## config.mk

```make
export PLATFORM = sky130hd
export DESIGN_NAME = hiv1_assay_sequencer
export DESIGN_NICKNAME = d
export VERILOG_FILES = /design/src/rtl/hiv1_assay_sequencer.sv
export SDC_FILE = /design/constraint.sdc
export NUM_CORES = 1
export LEC_CHECK = 0
export ABC_AREA = 1
export ABC_CLOCK_PERIOD_IN_PS = 3900
export CORE_UTILIZATION = 25
export CTS_CLUSTER_SIZE = 8
export DETAILED_ROUTE_END_ITERATION = 8
export PLACE_DENSITY = 0.44
export SLEW_MARGIN = 20
export SYNTH_ARGS = -nofsm -noshare
export SYNTH_HDL_FRONTEND = slang
export SYNTH_SLANG_ARGS = --single-unit
export TNS_END_PERCENT = 100
```

## constraint.sdc

```tcl
create_clock -name clk -period 3.9 [get_ports clk]
set_clock_uncertainty 0.1 [all_clocks]
set_input_delay 0.78 -clock clk [delete_from_list [all_inputs] [get_ports clk]]
set_output_delay 0.78 -clock clk [all_outputs]
set_load 0.005 [all_outputs]
```

## src/rtl/hiv1_assay_sequencer.sv

```systemverilog
// HIV-1 p24 immunoassay chip sequencer: walks the 10-step valve/pump/mixer protocol
// with break-before-make settle phases, hold (pause) and abort handling.
module hiv1_assay_sequencer #(
    parameter int TW       = 16,
    parameter int TICK_DIV = 1,
    parameter int SETTLE   = 2,
    parameter int T_PRIME  = 4,
    parameter int T_FLOW   = 3,
    parameter int T_INC    = 5,
    parameter int T_WASH   = 4,
    parameter int T_READ   = 2
) (
    input  logic       clk,
    input  logic       rst_n,
    input  logic       start,
    input  logic       hold,
    input  logic       abort,
    output logic [1:0] sw41_sel,
    output logic [1:0] sw42_sel,
    output logic [1:0] sw31_sel,
    output logic       pump_en,
    output logic       mixer_en,
    output logic       read_strobe,
    output logic       busy,
    output logic       done,
    output logic       err,
    output logic [3:0] step
);

    typedef enum logic [2:0] {S_IDLE, S_SETTLE, S_ACTIVE, S_DONE, S_ABORT} state_t;

    typedef struct packed {
        logic [1:0] sw42;
        logic [1:0] sw41;
        logic [1:0] sw31;
        logic       pump;
        logic       mixer;
    } route_t;

    localparam int            PW            = (TICK_DIV > 1) ? $clog2(TICK_DIV) : 1;
    localparam logic [PW-1:0] PRE_RELOAD    = PW'(TICK_DIV - 1);
    localparam logic [TW-1:0] SETTLE_RELOAD = TW'(SETTLE - 1);
    localparam logic [3:0]    LAST_STEP     = 4'd10;
    localparam logic [3:0]    STEP_ABORT    = 4'd15;

    // Reload value (ticks - 1) of the ACTIVE phase of each step.
    function automatic logic [TW-1:0] active_len(input logic [3:0] s);
        case (s)
            4'd1:       return TW'(T_PRIME - 1);
            4'd3, 4'd6: return TW'(T_INC - 1);
            4'd4, 4'd7: return TW'(T_WASH - 1);
            4'd10:      return TW'(T_READ - 1);
            default:    return TW'(T_FLOW - 1);
        endcase
    endfunction

    function automatic route_t route(input logic [3:0] s);
        case (s)
            4'd1:       return '{2'd1, 2'd3, 2'd2, 1'b1, 1'b0};
            4'd2:       return '{2'd0, 2'd3, 2'd1, 1'b1, 1'b0};
            4'd3, 4'd6: return '{2'd3, 2'd3, 2'd0, 1'b0, 1'b1};
            4'd4, 4'd7: return '{2'd1, 2'd3, 2'd1, 1'b1, 1'b0};
            4'd5:       return '{2'd2, 2'd0, 2'd1, 1'b1, 1'b0};
            4'd8:       return '{2'd2, 2'd1, 2'd1, 1'b1, 1'b0};
            4'd9:       return '{2'd2, 2'd2, 2'd1, 1'b1, 1'b0};
            default:    return '{2'd3, 2'd3, 2'd0, 1'b0, 1'b0};
        endcase
    endfunction

    state_t        state_q, state_d;
    logic [3:0]    step_q, step_d;
    logic [TW-1:0] cnt_q, cnt_d;
    logic [PW-1:0] pre_q, pre_d;
    logic          err_q, err_d;
    logic [1:0]    sw41_q, sw41_d, sw42_q, sw42_d, sw31_q, sw31_d;
    logic          pump_q, pump_d, mixer_q, mixer_d, strobe_q, strobe_d;
    logic          busy_q, busy_d, done_q, done_d;
    logic          frozen;
    route_t        rt;

    always_comb begin
        state_d = state_q;
        step_d  = step_q;
        cnt_d   = cnt_q;
        pre_d   = pre_q;
        err_d   = err_q;
        frozen  = 1'b0;
        case (state_q)
            S_IDLE: begin
                if (start) begin
                    state_d = S_SETTLE;
                    step_d  = 4'd1;
                    cnt_d   = SETTLE_RELOAD;
                    err_d   = 1'b0;
                end
            end
            S_SETTLE, S_ACTIVE: begin
                if (abort) begin
                    state_d = S_ABORT;
                    step_d  = STEP_ABORT;
                    err_d   = 1'b1;
                end else if (hold) begin
                    frozen = 1'b1;
                end else if (state_q == S_SETTLE) begin
                    if (cnt_q == '0) begin
                        state_d = S_ACTIVE;
                        cnt_d   = active_len(step_q);
                        pre_d   = PRE_RELOAD;
                    end else begin
                        cnt_d = cnt_q - TW'(1);
                    end
                end else if (pre_q != '0) begin
                    pre_d = pre_q - PW'(1);
                end else begin
                    pre_d = PRE_RELOAD;
                    if (cnt_q != '0) begin
                        cnt_d = cnt_q - TW'(1);
                    end else if (step_q == LAST_STEP) begin
                        state_d = S_DONE;
                        step_d  = 4'd0;
                    end else begin
                        state_d = S_SETTLE;
                        step_d  = step_q + 4'd1;
                        cnt_d   = SETTLE_RELOAD;
                    end
                end
            end
            S_DONE: state_d = S_IDLE;
            S_ABORT: begin
                if (!abort) begin
                    state_d = S_IDLE;
                    step_d  = 4'd0;
                end
            end
            default: begin
                state_d = S_IDLE;
                step_d  = 4'd0;
            end
        endcase
    end

    // Outputs are decoded from the next state so every port comes straight from a flop.
    always_comb begin
        rt       = route(step_d);
        sw42_d   = 2'd3;
        sw41_d   = 2'd3;
        sw31_d   = 2'd0;
        pump_d   = 1'b0;
        mixer_d  = 1'b0;
        strobe_d = 1'b0;
        if (state_d == S_ACTIVE) begin
            sw42_d = rt.sw42;
            sw41_d = rt.sw41;
            sw31_d = rt.sw31;
            if (!frozen) begin
                pump_d   = rt.pump;
                mixer_d  = rt.mixer;
                strobe_d = (step_d == LAST_STEP) && (cnt_d == '0) && (pre_d == '0);
            end
        end
        busy_d = (state_d == S_SETTLE) || (state_d == S_ACTIVE);
        done_d = (state_d == S_DONE);
    end

    always_ff @(posedge clk or negedge rst_n) begin
        if (!rst_n) begin
            state_q  <= S_IDLE;
            step_q   <= 4'd0;
            cnt_q    <= '0;
            pre_q    <= '0;
            err_q    <= 1'b0;
            sw41_q   <= 2'd3;
            sw42_q   <= 2'd3;
            sw31_q   <= 2'd0;
            pump_q   <= 1'b0;
            mixer_q  <= 1'b0;
            strobe_q <= 1'b0;
            busy_q   <= 1'b0;
            done_q   <= 1'b0;
        end else begin
            state_q  <= state_d;
            step_q   <= step_d;
            cnt_q    <= cnt_d;
            pre_q    <= pre_d;
            err_q    <= err_d;
            sw41_q   <= sw41_d;
            sw42_q   <= sw42_d;
            sw31_q   <= sw31_d;
            pump_q   <= pump_d;
            mixer_q  <= mixer_d;
            strobe_q <= strobe_d;
            busy_q   <= busy_d;
            done_q   <= done_d;
        end
    end

    assign sw41_sel    = sw41_q;
    assign sw42_sel    = sw42_q;
    assign sw31_sel    = sw31_q;
    assign pump_en     = pump_q;
    assign mixer_en    = mixer_q;
    assign read_strobe = strobe_q;
    assign busy        = busy_q;
    assign done        = done_q;
    assign err         = err_q;
    assign step        = step_q;

endmodule

```

==> flow_summary.ini, run 1 <==
[outcome]
status = completed

[setup_path]
worstSetupStartpoint = hold
crit_top_cell = nand2_1
r2r_end = read_strobe
critPathKind = primary input to flop
endpoint_kind = flop
worstPathCellList = clkdlybuf4s50_1 > nor2_4 > o211ai_1 > nand2_1 > nand2_1 > inv_1 > ha_1 > or2_4 > a21oi_2 > nor2_1
path_max_fanout = 16
critPathSlowestCell = clkdlybuf4s50_1
slowest_delay_ns = 0.59
r2r_cells = 17
startpoint_type = primary input
cp.required_ns = 4.00
reg2reg_setup_slack_ns = 1.13
reg2reg_from = cnt_q[0]
critical_path_arrival_ns = 3.00

[floorplan]
start_util_pct = 25.9
ioPinCount = 21
die-area_um2 = 11700
dieHeight_um = 108
row_count = 38
dieWidth_um = 108
core-area_um2 = 10900

[detailed_routing]
wl_per_cell_um = 14.2
drtIter0Drc = 187
wl_mm = 8.27
first_pass_iters = 5
vias_per_cell = 4.66
vias = 2709
antenna_left = 0
drc = 0

[sta]
post-route-period-util_pct = 74.4
slew_viol_final = 0
final-setup-viol-count = 0
rsz0062_at_grt = false
finalCriticalPeriod_ns = 2.90
tightest_slew_ns = 0.821
final_hold_viol_count = 0
slew_headroom_pct = 45.2
fin_setup_tns_ns = 0
max_freq_mhz = 345

[min_path]
min_to = err
hp-class = flop to flop
min_from = err
min_path_cells = 1

[finish]
antenna_cells = 0
area_growth_pct = 15.1
num-fill-cells = 1198
drive_above_1_share_pct = 13.2
mostFrequentLayoutCell = nand2_1
final_cell_mix = nand2_1, inv_1, nor2_1
final_nets = 451

[synth]
ys_warn_count = 0
yosysUniqueCellTypes = 38
syn_area_per_cell_um2 = 6.71
yosys.area_share.simple_pct = 43.2
syn-cell-area_um2 = 2820
ys_seq_area_share_pct = 32.1
muxShareOfSynthArea_pct = 0
syn_inst = 420
syn_nets = 431
synth_top_family_by_area = simple AND/OR/NAND/NOR gates
synth-compound-area-share_pct = 11.0
synth_xor_area_share_pct = 0.311
yosys_register_bits = 36
synthAdderAreaFrac_pct = 2.66

[clock_network]
cts_tree = built
cts_max_path_buffers = 2
root_buffer = clkbuf_8
cts_resized = 0
htree_num_levels = 2
clk_pin_slew_worst_paths_ns = 0.09
cts_sinks = 36
clk_latency_ns = 0.30
cts_setup_buffers = 0
cts_buffers = 5
ctsHoldBuffers = 0

[placement]
portBuffers = 20
dpl.hpwl_mm = 6.35
gp_congestion = 0.878

[global_routing]
gr-total-overflow = 0
grt_pass1_vias = 2636
grt_max_degree = 37
grtUsageTotal_pct = 15.2
antenna_found_initial = 0
grt_pass1_wl_mm = 13.7

[flow_run]
max-cap-violations = 0

[pwr]
leakage_nw = 1.66
irDropWorstVdd_v = 0.000288
power_w = 0.00270
power_density_nw_per_um2 = 833
[final cells by class]
class	count	area, µm²	share of cell area (%)
multi-input combinational	307	1610	49.7
sequential	36	906	27.9
inverter	70	263	8.10
timing repair buffer	20	195	6.02
tap	140	175	5.40
clock buffer	5	68.8	2.12
clock inverter	3	23.8	0.733
[per-layer routing]
layer	global-route usage (%)	up-vias	part of all wire (%)
met3	2.11	14	3.7
met4	4.50	0	1.9
met1	20.4	1262	47
li1	-	1372	-
met2	25.3	61	47
met5	0	-	0
[cells in the mapped netlist, drive strengths merged]
cell	instances	share of area (%)
o21a	1	0.27
nand3b	1	0.27
and2	1	0.22
nor2	68	12
ha	6	2.7
or2	2	0.53
o21ai	22	4.0
nand2	114	18
a22oi	1	0.27
inv	70	9.3
a31oi	2	0.44
o31ai	1	0.27
nor3	5	1.3
dfstp	4	3.7
a21oi	24	4.9
clkbuf	2	0.27
buf	5	1.1
a21boi	1	0.27
xor2	1	0.31
o211ai	2	0.53
nand3	45	8.6
nand4	10	2.2
dfrtp	32	28
[cells by family after synthesis]
group	count (synthesis)
XOR/XNOR	1
AND/OR/NAND/NOR	246
flip-flops	36
buffers and inverters	77
adder cells (fa/ha/maj)	6
AO/OA/AOI/OAI	54
[state kept, by name, indices dropped and copies added (netlist names), 2 cells and up]
| name | cells |
|---|---|
| sw41_sel | 2 |
| sw31_sel | 2 |
| step | 4 |
| state_q | 3 |
| sw42_sel | 2 |
| cnt_q | 16 |
[where the power goes]
group / switching (W) / leakage [nW] / internal [W]
Clock: 0.000156 / 0.0404 / 0.000127
Combinational: 0.00120 / 1.15 / 0.000594
Sequential: 0.000141 / 0.465 / 0.000487
[stage by stage]
stage               worst slack, ns  std cells  instance area (µm²)  utilization [%]  hold WS [ns]
floorplan                      1.25        420                 2820                -         0.384
global placement              0.708        573                 3150             28.9         0.392
detailed placement            0.662        573                 3150             28.9         0.396
CTS                            1.00        581                 3240             29.8         0.417
global route                  0.787        581                 3240             29.8         0.425
finish                        0.998        581                 3240             29.8         0.406
[how the worst max path moves through the flow]
| stage | cells past startpoint | endpoint |
|---|---|---|
| floorplan | 11 | pump_en |
| global placement | 10 | pump_en |
| detailed placement | 10 | pump_en |
| CTS | 10 | pump_en |
| global route | 17 | read_strobe |
| finish | 10 | pump_en |
[worst max-delay path, delay by kind of cell]
| kind | cells | cell delay [ns] |
|---|---|---|
| and+or+nand+nor | 5 | 0.99 |
| buffers and inverters | 2 | 0.72 |
| AOI/OAI and AO/OA | 2 | 0.27 |
| adders and majority gates | 1 | 0.25 |
(Power assumes the default switching activity.)
==> inputs of run 2 (changes only) <==
--- a/config.mk
+++ b/config.mk
@@ -6,11 +6,11 @@
 export NUM_CORES = 1
 export LEC_CHECK = 0
 export ABC_AREA = 1
-export ABC_CLOCK_PERIOD_IN_PS = 3900
+export ABC_CLOCK_PERIOD_IN_PS = 2350
 export CORE_UTILIZATION = 25
 export CTS_CLUSTER_SIZE = 8
 export DETAILED_ROUTE_END_ITERATION = 8
-export PLACE_DENSITY = 0.44
+export PLACE_DENSITY = 0.45
 export SLEW_MARGIN = 20
 export SYNTH_ARGS = -nofsm -noshare
 export SYNTH_HDL_FRONTEND = slang
==> constraint.sdc (replaced) <==
create_clock -name clk -period 2.35 [get_ports clk]
set_clock_uncertainty 0.1 [all_clocks]
set_input_delay 0.47 -clock clk [delete_from_list [all_inputs] [get_ports clk]]
set_output_delay 0.47 -clock clk [all_outputs]
set_load 0.005 [all_outputs]
==> flow_summary.ini, run 2 (same netlist as run 1, synthesis figures left out) <==
[detailed_routing]
vias = 3035
vias_per_cell = 4.52
first_pass_iters = 4
route.met2.wl_mm = 4.32
dr_wl_met3_um = 382
met1_length_mm = 4.36
wl_per_cell_um = 13.7
drc = 0
antenna_left = 0
wl_mm = 9.18
drtIter0Drc = 120
routed.top_layer = met4

[floorplan]
die-area_um2 = 11700
ioPinCount = 21
row_count = 38
start_util_pct = 25.9
dieHeight_um = 108
core-area_um2 = 10900
dieWidth_um = 108

[finish]
area_growth_pct = 43.5
regMostFlops = cnt_q
antenna_cells = 0
utilization_pct = 37.1
final_nets = 541
final_cell_mix = nand2_1, buf_4, inv_1
mostFrequentLayoutCell = nand2_1
largest_reg_flops = 16
drive_above_1_share_pct = 31.8

[sta]
hold_slack_ns = 0.0589
slew_viol_final = 0
finalCriticalPeriod_ns = 2.34
post-route-period-util_pct = 99.5
final_hold_viol_count = 0
slew_headroom_pct = 60.0
rsz0062_at_grt = true
tightest_slew_ns = 0.600
max_freq_mhz = 428
final-setup-viol-count = 0
setup_ws_ns = 0.0120

[placement]
portBuffers = 20
dpl.hpwl_mm = 7.39
dp_slack_ns = -0.212
gp_congestion = 0.874

[pwr]
pwr-share-comb_pct = 75.1
leakage_nw = 2.13
switchingPower_w = 0.00284
power_frac_clock_pct = 8.1
p_seq_share_pct = 16.8
power_w = 0.00582
irDropWorstVdd_v = 0.000595
power_density_nw_per_um2 = 1440
power.share.switching_pct = 48.8
power.internal_w = 0.00298

[flow_run]
max-cap-violations = 0

[outcome]
status = completed

[global_routing]
grt_max_degree = 24
grtUsageTotal_pct = 17.2
antenna_found_initial = 0
gr-total-overflow = 0
grt_pass1_wl_mm = 15.1
grt_pass1_vias = 3000

[setup_path]
worstSetupStartpoint = cnt_q[7]
reg2reg_from = cnt_q[7]
cp.required_ns = 2.45
critPathKind = flop to flop
path_max_fanout = 3
r2r_cells = 13
startpoint_type = flop
critical_path_arrival_ns = 2.44
endpoint_kind = flop

[clock_network]
cts_tree = built
htree_num_levels = 2
clk_latency_ns = 0.31
ctsHoldBuffers = 0
cts_buffers = 5
cts_max_path_buffers = 2
clk_pin_slew_worst_paths_ns = 0.09
cts_sinks = 36
root_buffer = clkbuf_8

[min_path]
hp-class = primary input to async pin
## run 2: worst max-delay path, cell delays in order (launching register included)
cell,delay (ns)
dfrtp_1,0.40
nor2_2,0.17
nand2_2,0.13
nor2_8,0.15
nand2_4,0.08
nor3_4,0.19
o21ai_1,0.09
o211ai_1,0.09
nand2_1,0.11
inv_2,0.12
ha_4,0.21
or2_4,0.23
a21oi_2,0.13
nor2_1,0.06
## run 2: repair_timing
action / CTS / global route
resized for setup: 5 / 24
pin swaps: 1 / 19
endpoints found under the setup margin: 2 / 8
buffers inserted: 1 / 6
## run 2: through the flow
stage | setup TNS, ns | cell area (µm²) | std cells
after floorplan | 0 | 2830 | 420
after global placement | -0.877 | 3810 | 656
after detailed placement | -1.12 | 3810 | 656
after CTS | 0 | 3920 | 665
after global routing | -0.279 | 4040 | 671
final | 0 | 4040 | 671
## run 2: final timing paths
path	end	slack, ns
max	pump_en	0.01
min	cnt_q[0]	0.06
max reg2reg	pump_en	0.01
min reg2reg	err	0.41
max in group asynchronous	sw42_sel[1]	1.46
min in group clk	err	0.41
## run 2: cell type report
class / instances / area, µm²
clock buffer: 5 / 68.8
clock inverter: 3 / 18.8
fill: 1182 / 6850
inverter: 70 / 263
multi-input combinational: 307 / 1710
sequential: 36 / 907
tap: 140 / 175
timing repair buffer: 110 / 901
## run 2: metal layers
metal	up-vias	track usage [%]
li1	1555	-
met1	1401	22.6
met2	65	29.5
met3	14	2.59
met4	0	4.01
met5	-	0
## run 2: power by group through the flow
stage	logic [W]	clock network (W)	registers, W
floorplan	0.00229	0	0.000996
global placement	0.00410	0	0.000985
detailed placement	0.00410	0	0.000991
CTS	0.00414	0.000498	0.000985
global route	0.00485	0.000515	0.00101
finish	0.00437	0.000471	0.000981
==> inputs of run 3 (changes only) <==
--- a/config.mk
+++ b/config.mk
@@ -7,10 +7,12 @@
 export LEC_CHECK = 0
 export ABC_AREA = 1
 export ABC_CLOCK_PERIOD_IN_PS = 2350
+export CORE_MARGIN = 1
 export CORE_UTILIZATION = 25
 export CTS_CLUSTER_SIZE = 8
 export DETAILED_ROUTE_END_ITERATION = 8
 export PLACE_DENSITY = 0.45
+export SETUP_SLACK_MARGIN = 0.02
 export SLEW_MARGIN = 20
 export SYNTH_ARGS = -nofsm -noshare
 export SYNTH_HDL_FRONTEND = slang
==> flow_summary.ini, run 3 (same netlist as run 1, synthesis figures left out) <==
[outcome]
status = completed

[finish]
area_growth_pct = 47.1
mostFrequentLayoutCell = buf_4
final_cell_count_no_fill = 681
final_nets = 551
num-fill-cells = 1172
regMostFlops = cnt_q
final_cell_mix = buf_4, nand2_1, inv_1
drive_above_1_share_pct = 34.0
antenna_cells = 0
largest_reg_flops = 16

[setup_path]
endpoint_kind = flop
critPathKind = flop to flop
path_max_fanout = 8
startpoint_type = flop
critical_path_arrival_ns = 2.45
cp.required_ns = 2.49

[floorplan]
start_util_pct = 25.9
die-area_um2 = 11700
row_count = 38
dieWidth_um = 108
ioPinCount = 21
core-area_um2 = 10900
dieHeight_um = 108

[global_routing]
grt_pass1_vias = 3081
gr-total-overflow = 0
antenna_found_initial = 0
grt_max_degree = 37
grt_pass1_wl_mm = 15.5
grtUsageTotal_pct = 17.3

[pwr]
p_seq_share_pct = 16.1
switchingPower_w = 0.00296
pwr-share-comb_pct = 76.1
leakage_nw = 2.17
power_w = 0.00603
power.internal_w = 0.00307
power_frac_clock_pct = 7.7
power.share.switching_pct = 49.2
power_density_nw_per_um2 = 1460
irDropWorstVdd_v = 0.000797

[clock_network]
clk_latency_ns = 0.30
cts_tree = built
clk_pin_slew_worst_paths_ns = 0.08
cts_sinks = 36
htree_num_levels = 2
ctsHoldBuffers = 0
cts_buffers = 5
root_buffer = clkbuf_8
cts_max_path_buffers = 2

[detailed_routing]
drtIter0Drc = 129
antenna_left = 0
wl_per_cell_um = 13.9
first_pass_iters = 5
vias = 3108
wl_mm = 9.48
vias_per_cell = 4.56
drc = 0

[sta]
tightest_slew_ns = 0.501
post-route-period-util_pct = 98.4
slew_viol_final = 0
hold_slack_ns = 0.0926
slew_headroom_pct = 66.6
final_hold_viol_count = 0
rsz0062_at_grt = true
max_freq_mhz = 432
finalCriticalPeriod_ns = 2.31
final-setup-viol-count = 0

[placement]
dpl.hpwl_mm = 7.37
portBuffers = 20
placedCellCount = 660
gp_congestion = 0.908

[min_path]
hp-class = primary input to async pin

[flow_run]
max-cap-violations = 0
[run 3: changes by cell type in the layout (fill, tap and decap cells not counted), moves of 2 or more]
cell and change:
inv_2 -2, buf_4 +10, clkdlybuf4s50_1 +2, dlymetal6s2s_1 -2
ha_1 -2, inv_4 +2
[run 3: repair_timing]
| item | CTS | global route |
|---|---|---|
| buffers inserted | 1 | 12 |
| cloned | 0 | 0 |
| pin swaps | 1 | 23 |
| resized for setup | 2 | 35 |
| setup endpoints to repair | 2 | 10 |
[run 3: final cells by class]
| class | instances | area [µm²] | area share (%) |
|---|---|---|---|
| multi-input cells | 307 | 1750 | 42.1 |
| repair buffers | 120 | 962 | 23.2 |
| flip-flops and latches | 36 | 906 | 21.9 |
| inverters | 70 | 268 | 6.46 |
| well taps | 140 | 175 | 4.23 |
| clock buffers | 5 | 68.8 | 1.66 |
| clock inverters | 3 | 18.8 | 0.453 |
[run 3: metrics by stage]
stage / cell area, µm² / util (%) / setup TNS [ns] / worst slack, ns
after floorplan: 2830 / - / 0 / 0.0362
after CTS: 3930 / 36.1 / 0 / 0.0212
after global routing: 4140 / 38.1 / -0.565 / -0.167
after global placement: 3830 / 35.2 / -1.18 / -0.238
after detailed placement: 3830 / 35.2 / -1.33 / -0.264
final: 4140 / 38.1 / 0 / 0.0375
[run 3: critical path: stages, from the launching register on]
cell and delay [ns]:
dfrtp_1 0.40, nor2_2 0.14, buf_4 0.12, buf_4 0.09, nand2_2 0.06, nor2_4 0.20, nand2_4 0.12, nand2_4 0.14
nor2_1 0.10, o21ai_0 0.08, nand3_1 0.09, nand2_1 0.13, nand2_1 0.07, nor2_1 0.20, nand3_1 0.09, nor2_1 0.11
[run 3: final timing paths]
check	start	end	slack, ns	cells past startpoint
worst max-delay path	cnt_q[6]	read_strobe	0.04	15
worst min register to register	err	err	0.40	1
min in group clk	err	err	0.40	1
worst max register to register	cnt_q[6]	read_strobe	0.04	15
max in group asynchronous	rst_n	sw42_sel[0]	1.67	2
worst min-delay path	rst_n	cnt_q[4]	0.09	2
[run 3: power by group through the flow]
stage / registers, W / clock network [W] / logic [W]
2_1_floorplan: 0.000997 / 0 / 0.00229
3_3_place_gp: 0.000982 / 0 / 0.00416
3_5_place_dp: 0.000981 / 0 / 0.00415
4_1_cts: 0.000971 / 0.000484 / 0.00419
5_1_grt: 0.000993 / 0.000510 / 0.00506
6_report: 0.000973 / 0.000466 / 0.00459
[run 3: metal layers]
| layer | GRT usage [%] | share of wire, % | up-vias |
|---|---|---|---|
| met3 | 2.71 | 3.6 | 14 |
| met1 | 22.6 | 47 | 1470 |
| met5 | 0 | 0 | - |
| met2 | 29.3 | 48 | 55 |
| li1 | - | - | 1569 |
| met4 | 4.99 | 1.9 | 0 |
